**src/rtl/mc_pkg.sv**
```systemverilog
// Shared encodings for the multi-cycle controller, ALU and datapath:
// FSM states, opcode/funct values, ALU operation codes and mux selects.
package mc_pkg;

    typedef enum logic [3:0] {
        S_RESET,
        S_FETCH,
        S_DECODE,
        S_R_EXEC,
        S_R_WB,
        S_I_EXEC,
        S_I_WB,
        S_MEM_ADDR,
        S_MEM_READ,
        S_MEM_WB,
        S_MEM_WRITE,
        S_BEQ,
        S_BGTZ,
        S_JUMP
    } state_e;

    localparam logic [5:0] OP_RTYPE = 6'h00;
    localparam logic [5:0] OP_J     = 6'h02;
    localparam logic [5:0] OP_BEQ   = 6'h04;
    localparam logic [5:0] OP_BGTZ  = 6'h07;
    localparam logic [5:0] OP_ADDI  = 6'h08;
    localparam logic [5:0] OP_ADDIU = 6'h09;
    localparam logic [5:0] OP_ANDI  = 6'h0C;
    localparam logic [5:0] OP_ORI   = 6'h0D;
    localparam logic [5:0] OP_XORI  = 6'h0E;
    localparam logic [5:0] OP_LW    = 6'h23;
    localparam logic [5:0] OP_SW    = 6'h2B;

    localparam logic [5:0] FN_ADD  = 6'h20;
    localparam logic [5:0] FN_ADDU = 6'h21;
    localparam logic [5:0] FN_SUB  = 6'h22;
    localparam logic [5:0] FN_SUBU = 6'h23;
    localparam logic [5:0] FN_AND  = 6'h24;
    localparam logic [5:0] FN_OR   = 6'h25;
    localparam logic [5:0] FN_XOR  = 6'h26;
    localparam logic [5:0] FN_NOR  = 6'h27;

    localparam logic [4:0] ALU_OP_ZERO = 5'd0;
    localparam logic [4:0] ALU_OP_ADD  = 5'd1;
    localparam logic [4:0] ALU_OP_SUB  = 5'd2;
    localparam logic [4:0] ALU_OP_AND  = 5'd3;
    localparam logic [4:0] ALU_OP_OR   = 5'd4;
    localparam logic [4:0] ALU_OP_XOR  = 5'd5;
    localparam logic [4:0] ALU_OP_NOR  = 5'd6;
    localparam logic [4:0] ALU_OP_BGTZ = 5'd7;

    localparam logic [1:0] ALU_SRC_B_REG  = 2'd0;
    localparam logic [1:0] ALU_SRC_B_FOUR = 2'd1;
    localparam logic [1:0] ALU_SRC_B_IMM  = 2'd2;
    localparam logic [1:0] ALU_SRC_B_BR   = 2'd3;

    localparam logic [1:0] PC_SRC_ALU    = 2'd0;
    localparam logic [1:0] PC_SRC_ALUOUT = 2'd1;
    localparam logic [1:0] PC_SRC_JUMP   = 2'd2;

endpackage

```
**src/rtl/mc_alu_op_decode.sv**
```systemverilog
// Combinational opcode/funct decode: ALU operation, immediate extension mode and
// whether the instruction is supported at all.
module mc_alu_op_decode
    import mc_pkg::*;
(
    input  logic [5:0] opcode,
    input  logic [5:0] funct,
    output logic [4:0] alu_op,
    output logic       imm_zext,
    output logic       legal
);

    always_comb begin
        alu_op   = ALU_OP_ZERO;
        imm_zext = 1'b0;
        legal    = 1'b1;
        case (opcode)
            OP_RTYPE: begin
                case (funct)
                    FN_ADD, FN_ADDU: alu_op = ALU_OP_ADD;
                    FN_SUB, FN_SUBU: alu_op = ALU_OP_SUB;
                    FN_AND:          alu_op = ALU_OP_AND;
                    FN_OR:           alu_op = ALU_OP_OR;
                    FN_XOR:          alu_op = ALU_OP_XOR;
                    FN_NOR:          alu_op = ALU_OP_NOR;
                    default:         legal  = 1'b0;
                endcase
            end
            OP_LW, OP_SW, OP_ADDI, OP_ADDIU: alu_op = ALU_OP_ADD;
            OP_BEQ:  alu_op = ALU_OP_SUB;
            OP_BGTZ: alu_op = ALU_OP_BGTZ;
            OP_J:    alu_op = ALU_OP_ZERO;
            OP_ANDI: begin
                alu_op   = ALU_OP_AND;
                imm_zext = 1'b1;
            end
            OP_ORI: begin
                alu_op   = ALU_OP_OR;
                imm_zext = 1'b1;
            end
            OP_XORI: begin
                alu_op   = ALU_OP_XOR;
                imm_zext = 1'b1;
            end
            default: legal = 1'b0;
        endcase
    end

endmodule

```
**src/rtl/mc_control_fsm.sv**
```systemverilog
// Multi-cycle controller: sequences FETCH/DECODE/EXEC/MEM/WB and drives the datapath
// enables, ALU op, memory-wait timeout and the retired-instruction counter.
module mc_control_fsm
    import mc_pkg::*;
#(
    parameter int unsigned WAIT_LIMIT = 16,
    parameter int unsigned CNT_W      = 32
) (
    input  logic             clk,
    input  logic             rst_n,
    input  logic [5:0]       opcode,
    input  logic [5:0]       funct,
    input  logic             alu_zero,
    input  logic             alu_flag,
    input  logic             mem_ready,
    output logic             pc_write,
    output logic             ir_write,
    output logic             mem_read,
    output logic             mem_write,
    output logic             iord,
    output logic             reg_write,
    output logic             reg_dst,
    output logic             mem_to_reg,
    output logic             alu_src_a,
    output logic [1:0]       alu_src_b,
    output logic             imm_zext,
    output logic [1:0]       pc_src,
    output logic [4:0]       alu_op,
    output logic             illegal_instr,
    output logic             mem_err,
    output logic [CNT_W-1:0] instr_count
);

    // Counter only needs to reach WAIT_LIMIT-1; with WAIT_LIMIT=0 it just wraps unused.
    localparam int unsigned WAIT_W = (WAIT_LIMIT > 1) ? $clog2(WAIT_LIMIT) : 1;

    state_e             state_q, state_d;
    logic [WAIT_W-1:0]  wait_q, wait_d;
    logic [CNT_W-1:0]   count_q, count_d;

    logic [4:0] dec_alu_op;
    logic       dec_imm_zext;
    logic       dec_legal;
    logic       mem_state;
    logic       timeout;
    logic       retire;

    mc_alu_op_decode u_alu_op_decode (
        .opcode   (opcode),
        .funct    (funct),
        .alu_op   (dec_alu_op),
        .imm_zext (dec_imm_zext),
        .legal    (dec_legal)
    );

    assign mem_state = (state_q == S_FETCH) || (state_q == S_MEM_READ) ||
                       (state_q == S_MEM_WRITE);
    // mem_ready on the limit cycle completes normally, so it masks the timeout.
    assign timeout   = (WAIT_LIMIT != 0) && mem_state && !mem_ready &&
                       (wait_q == WAIT_W'(WAIT_LIMIT - 1));

    always_ff @(posedge clk or negedge rst_n) begin
        if (!rst_n) begin
            state_q <= S_RESET;
            wait_q  <= '0;
            count_q <= '0;
        end else begin
            state_q <= state_d;
            wait_q  <= wait_d;
            count_q <= count_d;
        end
    end

    always_comb begin
        state_d       = state_q;
        retire        = 1'b0;
        pc_write      = 1'b0;
        ir_write      = 1'b0;
        mem_read      = 1'b0;
        mem_write     = 1'b0;
        iord          = 1'b0;
        reg_write     = 1'b0;
        reg_dst       = 1'b0;
        mem_to_reg    = 1'b0;
        alu_src_a     = 1'b0;
        alu_src_b     = ALU_SRC_B_REG;
        imm_zext      = 1'b0;
        pc_src        = PC_SRC_ALU;
        alu_op        = ALU_OP_ZERO;
        illegal_instr = 1'b0;
        mem_err       = 1'b0;

        unique case (state_q)
            S_RESET: state_d = S_FETCH;
            S_FETCH: begin
                mem_read  = 1'b1;
                alu_src_b = ALU_SRC_B_FOUR;
                alu_op    = ALU_OP_ADD;
                ir_write  = mem_ready;
                pc_write  = mem_ready;
                mem_err   = timeout;
                if (mem_ready) state_d = S_DECODE;
            end
            S_DECODE: begin
                alu_src_b     = ALU_SRC_B_BR;
                alu_op        = ALU_OP_ADD;
                illegal_instr = !dec_legal;
                if (!dec_legal) begin
                    state_d = S_FETCH;
                end else begin
                    case (opcode)
                        OP_RTYPE:     state_d = S_R_EXEC;
                        OP_LW, OP_SW: state_d = S_MEM_ADDR;
                        OP_BEQ:       state_d = S_BEQ;
                        OP_BGTZ:      state_d = S_BGTZ;
                        OP_J:         state_d = S_JUMP;
                        default:      state_d = S_I_EXEC;
                    endcase
                end
            end
            S_R_EXEC: begin
                alu_src_a = 1'b1;
                alu_src_b = ALU_SRC_B_REG;
                alu_op    = dec_alu_op;
                state_d   = S_R_WB;
            end
            S_R_WB: begin
                reg_write = 1'b1;
                reg_dst   = 1'b1;
                retire    = 1'b1;
                state_d   = S_FETCH;
            end
            S_I_EXEC: begin
                alu_src_a = 1'b1;
                alu_src_b = ALU_SRC_B_IMM;
                alu_op    = dec_alu_op;
                imm_zext  = dec_imm_zext;
                state_d   = S_I_WB;
            end
            S_I_WB: begin
                reg_write = 1'b1;
                retire    = 1'b1;
                state_d   = S_FETCH;
            end
            S_MEM_ADDR: begin
                alu_src_a = 1'b1;
                alu_src_b = ALU_SRC_B_IMM;
                alu_op    = ALU_OP_ADD;
                state_d   = (opcode == OP_LW) ? S_MEM_READ : S_MEM_WRITE;
            end
            S_MEM_READ: begin
                mem_read = 1'b1;
                iord     = 1'b1;
                mem_err  = timeout;
                if (mem_ready)    state_d = S_MEM_WB;
                else if (timeout) state_d = S_FETCH;
            end
            S_MEM_WB: begin
                reg_write  = 1'b1;
                mem_to_reg = 1'b1;
                retire     = 1'b1;
                state_d    = S_FETCH;
            end
            S_MEM_WRITE: begin
                mem_write = 1'b1;
                iord      = 1'b1;
                mem_err   = timeout;
                if (mem_ready) begin
                    retire  = 1'b1;
                    state_d = S_FETCH;
                end else if (timeout) begin
                    state_d = S_FETCH;
                end
            end
            S_BEQ: begin
                alu_src_a = 1'b1;
                alu_src_b = ALU_SRC_B_REG;
                alu_op    = ALU_OP_SUB;
                pc_src    = PC_SRC_ALUOUT;
                pc_write  = alu_zero;
                retire    = 1'b1;
                state_d   = S_FETCH;
            end
            S_BGTZ: begin
                alu_src_a = 1'b1;
                alu_op    = ALU_OP_BGTZ;
                pc_src    = PC_SRC_ALUOUT;
                pc_write  = alu_flag;
                retire    = 1'b1;
                state_d   = S_FETCH;
            end
            S_JUMP: begin
                pc_src   = PC_SRC_JUMP;
                pc_write = 1'b1;
                retire   = 1'b1;
                state_d  = S_FETCH;
            end
            default: state_d = S_RESET;
        endcase
    end

    // Re-entering FETCH after a timeout is still an entry, so the counter clears then too.
    always_comb begin
        if ((state_d != state_q) || timeout) begin
            wait_d = '0;
        end else if (mem_state && !mem_ready) begin
            wait_d = wait_q + WAIT_W'(1);
        end else begin
            wait_d = '0;
        end
        count_d = retire ? (count_q + CNT_W'(1)) : count_q;
    end

    assign instr_count = count_q;

endmodule

```
**config.mk**
```make
export PLATFORM = sky130hd
export DESIGN_NAME = mc_control_fsm
export DESIGN_NICKNAME = d
export VERILOG_FILES = /design/src/rtl/mc_pkg.sv /design/src/rtl/mc_alu_op_decode.sv /design/src/rtl/mc_control_fsm.sv
export SDC_FILE = /design/constraint.sdc
export NUM_CORES = 1
export LEC_CHECK = 0
export ABC_AREA = 1
export CORE_MARGIN = 5
export CORE_UTILIZATION = 44
export DETAILED_ROUTE_END_ITERATION = 16
export PLACE_DENSITY = 0.83
export SYNTH_ARGS = -nofsm -noshare
export SYNTH_HDL_FRONTEND = slang
export SYNTH_HIERARCHICAL = 1
export SYNTH_SLANG_ARGS = --single-unit
```
**constraint.sdc**
```tcl
create_clock -name clk -period 4.5 [get_ports clk]
set_input_delay 0.9 -clock clk [delete_from_list [all_inputs] [get_ports clk]]
set_output_delay 0.9 -clock clk [all_outputs]
set_load 0.005 [all_outputs]
```
==> results.json, run 1 <==
{
  "drv_cap": 0,
  "slew_viol_final": 0,
  "synth.cell_area_um2": 3030,
  "start_util": 0.448,
  "clk-insertion-delay-late_ns": 0.30,
  "fmax_ghz": 0.275,
  "swShare": 0.411,
  "h-tree-depth": 2,
  "hold_viol_final": 0,
  "clkSinkCount": 40,
  "async_flop_share": 1.00,
  "pwr-share-comb": 0.458,
  "intPower_w": 0.000796,
  "n_fill_cell": 640,
  "preCtsSetupSlack_ns": 0.892,
  "cts_tree": "yes",
  "dieArea_um2": 8640,
  "root_buffer": "clkbuf_8",
  "period_needed_ns": 3.63,
  "p_leak_nw": 1.79,
  "relSlewSlack": 0.381,
  "crit_required_ns": 3.60,
  "core_area_um2": 6760,
  "grt_pass1_wl_mm": 13.5,
  "r2r_end": "instr_count[22]",
  "fin_total_pwr_w": 0.00135,
  "synth-seq-cells": 40,
  "hold_depth": 1,
  "critPathLaunchType": "input port",
  "reg2reg_setup_slack_ns": 2.32,
  "synth_common_cells": "131 x nand2_1, 66 x inv_1, 60 x nor2_1, 40 x dfrtp_1, 35 x nand3_1",
  "min_from": "wait_q[0]",
  "post_cts_buffers": 0,
  "grt_antenna_before_repair": 0,
  "num_vias": 3178,
  "tightest_slew_ns": 0.929,
  "cp_max_fo": 8,
  "arrival_ns": 2.73,
  "drive_gt1_frac": 0.0746,
  "fin_skew_ns": 0.0179,
  "die_height_um": 93.0,
  "path_clk_slew_ns": 0.07,
  "rsz0062_at_grt": "no",
  "track_usage": 0.192,
  "wl_per_cell_um": 13.2,
  "drc": 0,
  "io_buffers": 67,
  "wirelength_mm": 8.14,
  "dp_cells": 608,
  "synth.distinct_cells": 32,
  "place_congestion": 0.942,
  "synthCells": 466,
  "fin_area_um2": 3860,
  "ir_worst_vdd_mv": 0.201,
  "cts_buffer_depth": 2,
  "regArea_um2": 1000,
  "cts_made_buffers": 5,
  "tns_ns": 0,
  "grt-ovfl-total": 0,
  "vias_per_cell": 5.16,
  "grt_max_degree": 41,
  "synth_edf_count": 0,
  "p_per_area_nw_per_um2": 350,
  "switching_power_w": 0.000554,
  "dp_hpwl_mm": 6.54,
  "multi_input_area_um2": 1710,
  "yosysMostFrequentCell": "nand2_1",
  "drt-pass1-iter-count": 5,
  "drtAntennaViolNets": 0,
  "synthTopCellsByArea": "dfrtp_1 33%, nand2_1 16%, inv_1 8.2%",
  "yosysWarnings": 6,
  "critPathKind": "in2out",
  "pwr-share-seq": 0.352,
  "holdBufCountCts": 0,
  "worst_slack_ns": 0.867,
  "num_rows": 30,
  "crit_path_end_kind": "output port",
  "stdcell_count": 616,
  "hold_path_end": "wait_q[0]",
  "pwr-share-clk": 0.190,
  "synth-seq-area-share": 0.330,
  "final_nets": 554,
  "drtIter0Drc": 205,
  "hold_class": "reg2reg",
  "synthDominantAreaCellType": "dfrtp_1",
  "avgSynthCellArea_um2": 6.50,
  "areaGrowthSynthToFinish_pct": 27.3,
  "finalSetupViolations": 0,
  "grt_pass1_vias": 2992,
  "status": "complete, no violations",
  "fin_crit_sh": 0.807,
  "synth_flop_cell": "dfrtp_1",
  "cts_resized": 0,
  "yosys.area.top_type_share": 0.330,
  "placed_cell_area_um2": 3760,
  "die_x_um": 93.0,
  "antennaDiodeCount": 0,
  "reg2reg_depth": 7,
  "boundaryPins": 70,
  "rr_startpoint": "state_q[0]"
}
[metal layers]
metal / part of all wire / up-vias / GRT usage
li1: - / 1585 / -
met2: 0.49 / 102 / 0.326
met5: 0 / - / 0
met1: 0.43 / 1465 / 0.247
met4: 0.027 / 0 / 0.0696
met3: 0.058 / 26 / 0.0314
[state kept, by name, indices dropped and copies added (netlist names)]
signal / cells
state_q: 4
wait_q: 4
instr_count: 32
[power by group through the flow]
stage               Clock, W  Sequential [W]  Combinational (W)
global route        0.000277        0.000483           0.000683
CTS                 0.000261        0.000474           0.000617
detailed placement         0        0.000481           0.000614
global placement           0        0.000480           0.000598
finish              0.000256        0.000476           0.000619
floorplan                  0        0.000460           0.000368
[through the flow]
stage / util / hold slack, ns
after floorplan: - / 0.432
after global placement: 0.557 / 0.448
after detailed placement: 0.557 / 0.469
after CTS: 0.571 / 0.478
after global routing: 0.571 / 0.500
final: 0.571 / 0.476
[area by class of cell]
type                            instances  share of cell area
Clock buffer                            6              0.0214
Clock inverter                          2             0.00260
Inverter                               74              0.0720
Multi-Input combinational cell        346               0.444
Sequential cell                        40               0.260
Tap cell                               80              0.0260
Timing Repair Buffer                   68               0.175
[worst max-delay path by stage]
stage / from / to / depth (start not counted)
6_report: opcode[3] / imm_zext / 7
5_1_grt: opcode[4] / alu_op[0] / 9
4_1_cts: opcode[3] / alu_op[2] / 10
3_5_place_dp: opcode[3] / imm_zext / 7
3_3_place_gp: opcode[0] / illegal_instr / 7
2_1_floorplan: funct[4] / alu_op[2] / 7
[cell families (layout without fill, tap and decap cells)]
| group | after synthesis | after routing | share of synthesized area |
|---|---|---|---|
| XOR/XNOR | 30 | 30 | 0.0867 |
| buffers and inverters | 81 | 150 | 0.106 |
| multiplexers | 1 | 1 | 0.00372 |
| flip-flops | 40 | 40 | 0.330 |
| other | 1 | 2 | 0.00124 |
| AO/OA/AOI/OAI | 33 | 33 | 0.0607 |
| adder cells (fa/ha/maj) | 2 | 2 | 0.00826 |
| AND/OR/NAND/NOR | 278 | 278 | 0.403 |
[placed cells by master, fill, tap and decap left out, types with 7 or more instances in the layout]
| master | Yosys | routed |
|---|---|---|
| nand2_1 | 131 | 131 |
| nor2_1 | 60 | 60 |
| clkdlybuf4s50_1 | 0 | 66 |
| inv_1 | 66 | 66 |
| nand3_1 | 35 | 35 |
| o21ai_1 | 19 | 19 |
| nor3_1 | 23 | 23 |
| dfrtp_1 | 40 | 40 |
| nor2_2 | 7 | 7 |
| inv_2 | 8 | 8 |
| xor2_1 | 25 | 25 |
[critical path, stage by stage]
cell and delay (ns):
clkdlybuf4s50_1 0.63, nand2_1 0.13, nor2_2 0.17, nand2_1 0.09, inv_1 0.05, nor3b_1 0.21
clkdlybuf4s50_1 0.54
Power figures use the tool's default switching activity.
==> run 2: changes to the inputs <==
==> constraint.sdc (replaced) <==
create_clock -name clk -period 3.7 [get_ports clk]
set_input_delay 0.74 -clock clk [delete_from_list [all_inputs] [get_ports clk]]
set_output_delay 0.74 -clock clk [all_outputs]
set_load 0.005 [all_outputs]
==> run 2 against run 1 <==
  * Combinational power rose by 23%
  * Final cell count did not move
  * Non-clock buffer count did not move
  * Clock skew fell by 0.0086 ns
  * Count of clock-buffer cells in the layout rose by 2
  * Sequential cell count did not move
  * Wire length rose by 1.4%
  * Global-route usage rose by 0.10 points
  * Sequential power rose by 21%
  * Total power rose by 21%
  * Worst hold slack got worse by 0.0078 ns
==> results.json, run 2 (same netlist as run 1, synthesis figures left out) <==
{
  "boundaryPins": 70,
  "fmax_ghz": 0.302,
  "largest_register_ffs": 32,
  "min_from": "wait_q[0]",
  "tns_ns": 0,
  "wirelength_mm": 8.26,
  "hold_class": "reg2reg",
  "drtIter0Drc": 184,
  "clk-insertion-delay-late_ns": 0.29,
  "drc": 0,
  "cts_buffer_depth": 2,
  "p_per_area_nw_per_um2": 423,
  "hold_path_end": "wait_q[0]",
  "reg2reg_setup_slack_ns": 1.53,
  "arrival_ns": 2.57,
  "cts_tree": "yes",
  "start_util": 0.448,
  "cp_max_fo": 6,
  "p_leak_nw": 1.79,
  "r2r_end": "instr_count[12]",
  "tightest_slew_ns": 0.909,
  "hold_viol_final": 0,
  "fin_crit_sh": 0.896,
  "num_vias": 3188,
  "die_x_um": 93.0,
  "path_clk_slew_ns": 0.07,
  "fin_skew_ns": 0.00936,
  "finalSetupViolations": 0,
  "grt_max_degree": 41,
  "path_buf_inv": 2,
  "die_height_um": 93.0,
  "cpPeakStageDelay_ns": 0.53,
  "crit_path_end_kind": "output port",
  "critPathKind": "in2out",
  "drv_cap": 0,
  "vias_per_cell": 5.18,
  "crit_slowest_cell": "clkdlybuf4s50_1",
  "final_cell_mix": "131 x nand2_1, 66 x inv_1, 66 x clkdlybuf4s50_1, 60 x nor2_1, 40 x dfrtp_1",
  "track_usage": 0.193,
  "wl_per_cell_um": 13.4,
  "path_cells": "clkdlybuf4s50_1 -> nor3_1 -> nand2_2 -> o21ai_2 -> nand2_1 -> nand2_1 -> clkdlybuf4s50_1",
  "io_buffers": 67,
  "drive_gt1_frac": 0.0709,
  "crit_required_ns": 2.96,
  "cts_made_buffers": 5,
  "critPathLaunchType": "input port",
  "ir_worst_vdd_mv": 0.256,
  "holdBufCountCts": 0,
  "rr_startpoint": "state_q[0]",
  "period_needed_ns": 3.31,
  "drtAntennaViolNets": 0,
  "relSlewSlack": 0.394,
  "place_congestion": 0.949,
  "hold_depth": 1,
  "fin_area_um2": 3850,
  "post_cts_buffers": 0,
  "core_area_um2": 6760,
  "clkSinkCount": 40,
  "dp_hpwl_mm": 6.70,
  "reg2reg_depth": 10,
  "areaGrowthSynthToFinish_pct": 27.2,
  "final_common_cell": "nand2_1",
  "num_rows": 30,
  "rsz0062_at_grt": "no",
  "grt-ovfl-total": 0,
  "final_nets": 554,
  "root_buffer": "clkbuf_8",
  "drt-pass1-iter-count": 5,
  "grt_pass1_vias": 3041,
  "cp_top_family": "buffers and inverters",
  "grt_pass1_wl_mm": 13.6,
  "antennaDiodeCount": 0,
  "grt_antenna_before_repair": 0,
  "cts_resized": 0,
  "h-tree-depth": 2,
  "dieArea_um2": 8640,
  "placed_cell_area_um2": 3760,
  "slew_viol_final": 0,
  "status": "complete, no violations"
}
-- run 2: changes by cell type in the layout (fill, tap and decap cells not counted) --
cell / before / now
clkinv_2: 2 / 0
clkbuf_1: 0 / 2
-- run 2: worst register-to-register path: cells and delay by family, from the launching register on --
| kind | cells | cell delay, ns |
|---|---|---|
| AOI/OAI and AO/OA | 1 | 0.14 |
| DFF | 1 | 0.49 |
| and+or+nand+nor | 9 | 1.43 |
-- run 2: power by group --
group	internal [W]	leakage [nW]	switching [W]	total [W]
sequential	0.000495	0.535	0.0000816	0.000577
combinational	0.000324	1.21	0.000435	0.000759
clock	0.000152	0.0455	0.000143	0.000296
total	0.000971	1.79	0.000660	0.00163
-- run 2: how the worst max path moves through the flow --
stage / start / endpoint / slack [ns] / cells past startpoint
final: opcode[2] / alu_op[2] / 0.39 / 7
after floorplan: funct[4] / alu_op[2] / 1.56 / 7
after global placement: opcode[0] / illegal_instr / 0.44 / 7
after global routing: opcode[0] / alu_op[0] / 0.26 / 10
after detailed placement: opcode[0] / illegal_instr / 0.41 / 7
after CTS: opcode[0] / illegal_instr / 0.40 / 7
-- run 2: metrics by stage --
step                      setup WS, ns  utilization  cells  hold WS, ns  power, W
final                            0.386        0.570    616        0.469   0.00163
after global routing             0.260        0.570    616        0.496   0.00175
after CTS                        0.402        0.570    616        0.474   0.00164
after detailed placement         0.406        0.557    608        0.463   0.00133
after global placement           0.441        0.557    608        0.449   0.00131
after floorplan                   1.56            -    467        0.432   0.00101
-- run 2: cell type report --
class	count	area, um2
Fill cell	623	2900
Sequential cell	40	1000
Tap cell	80	100
Clock buffer	8	90.1
Inverter	74	278
Multi-Input combinational cell	346	1710
Timing Repair Buffer	68	673
-- run 2: routing by layer --
layer	part of all wire	GRT usage	wire length, um
met1	0.44	0.246	3620
met2	0.49	0.333	4060
met4	0.026	0.0647	213
met5	0	0	0
met3	0.044	0.0314	362
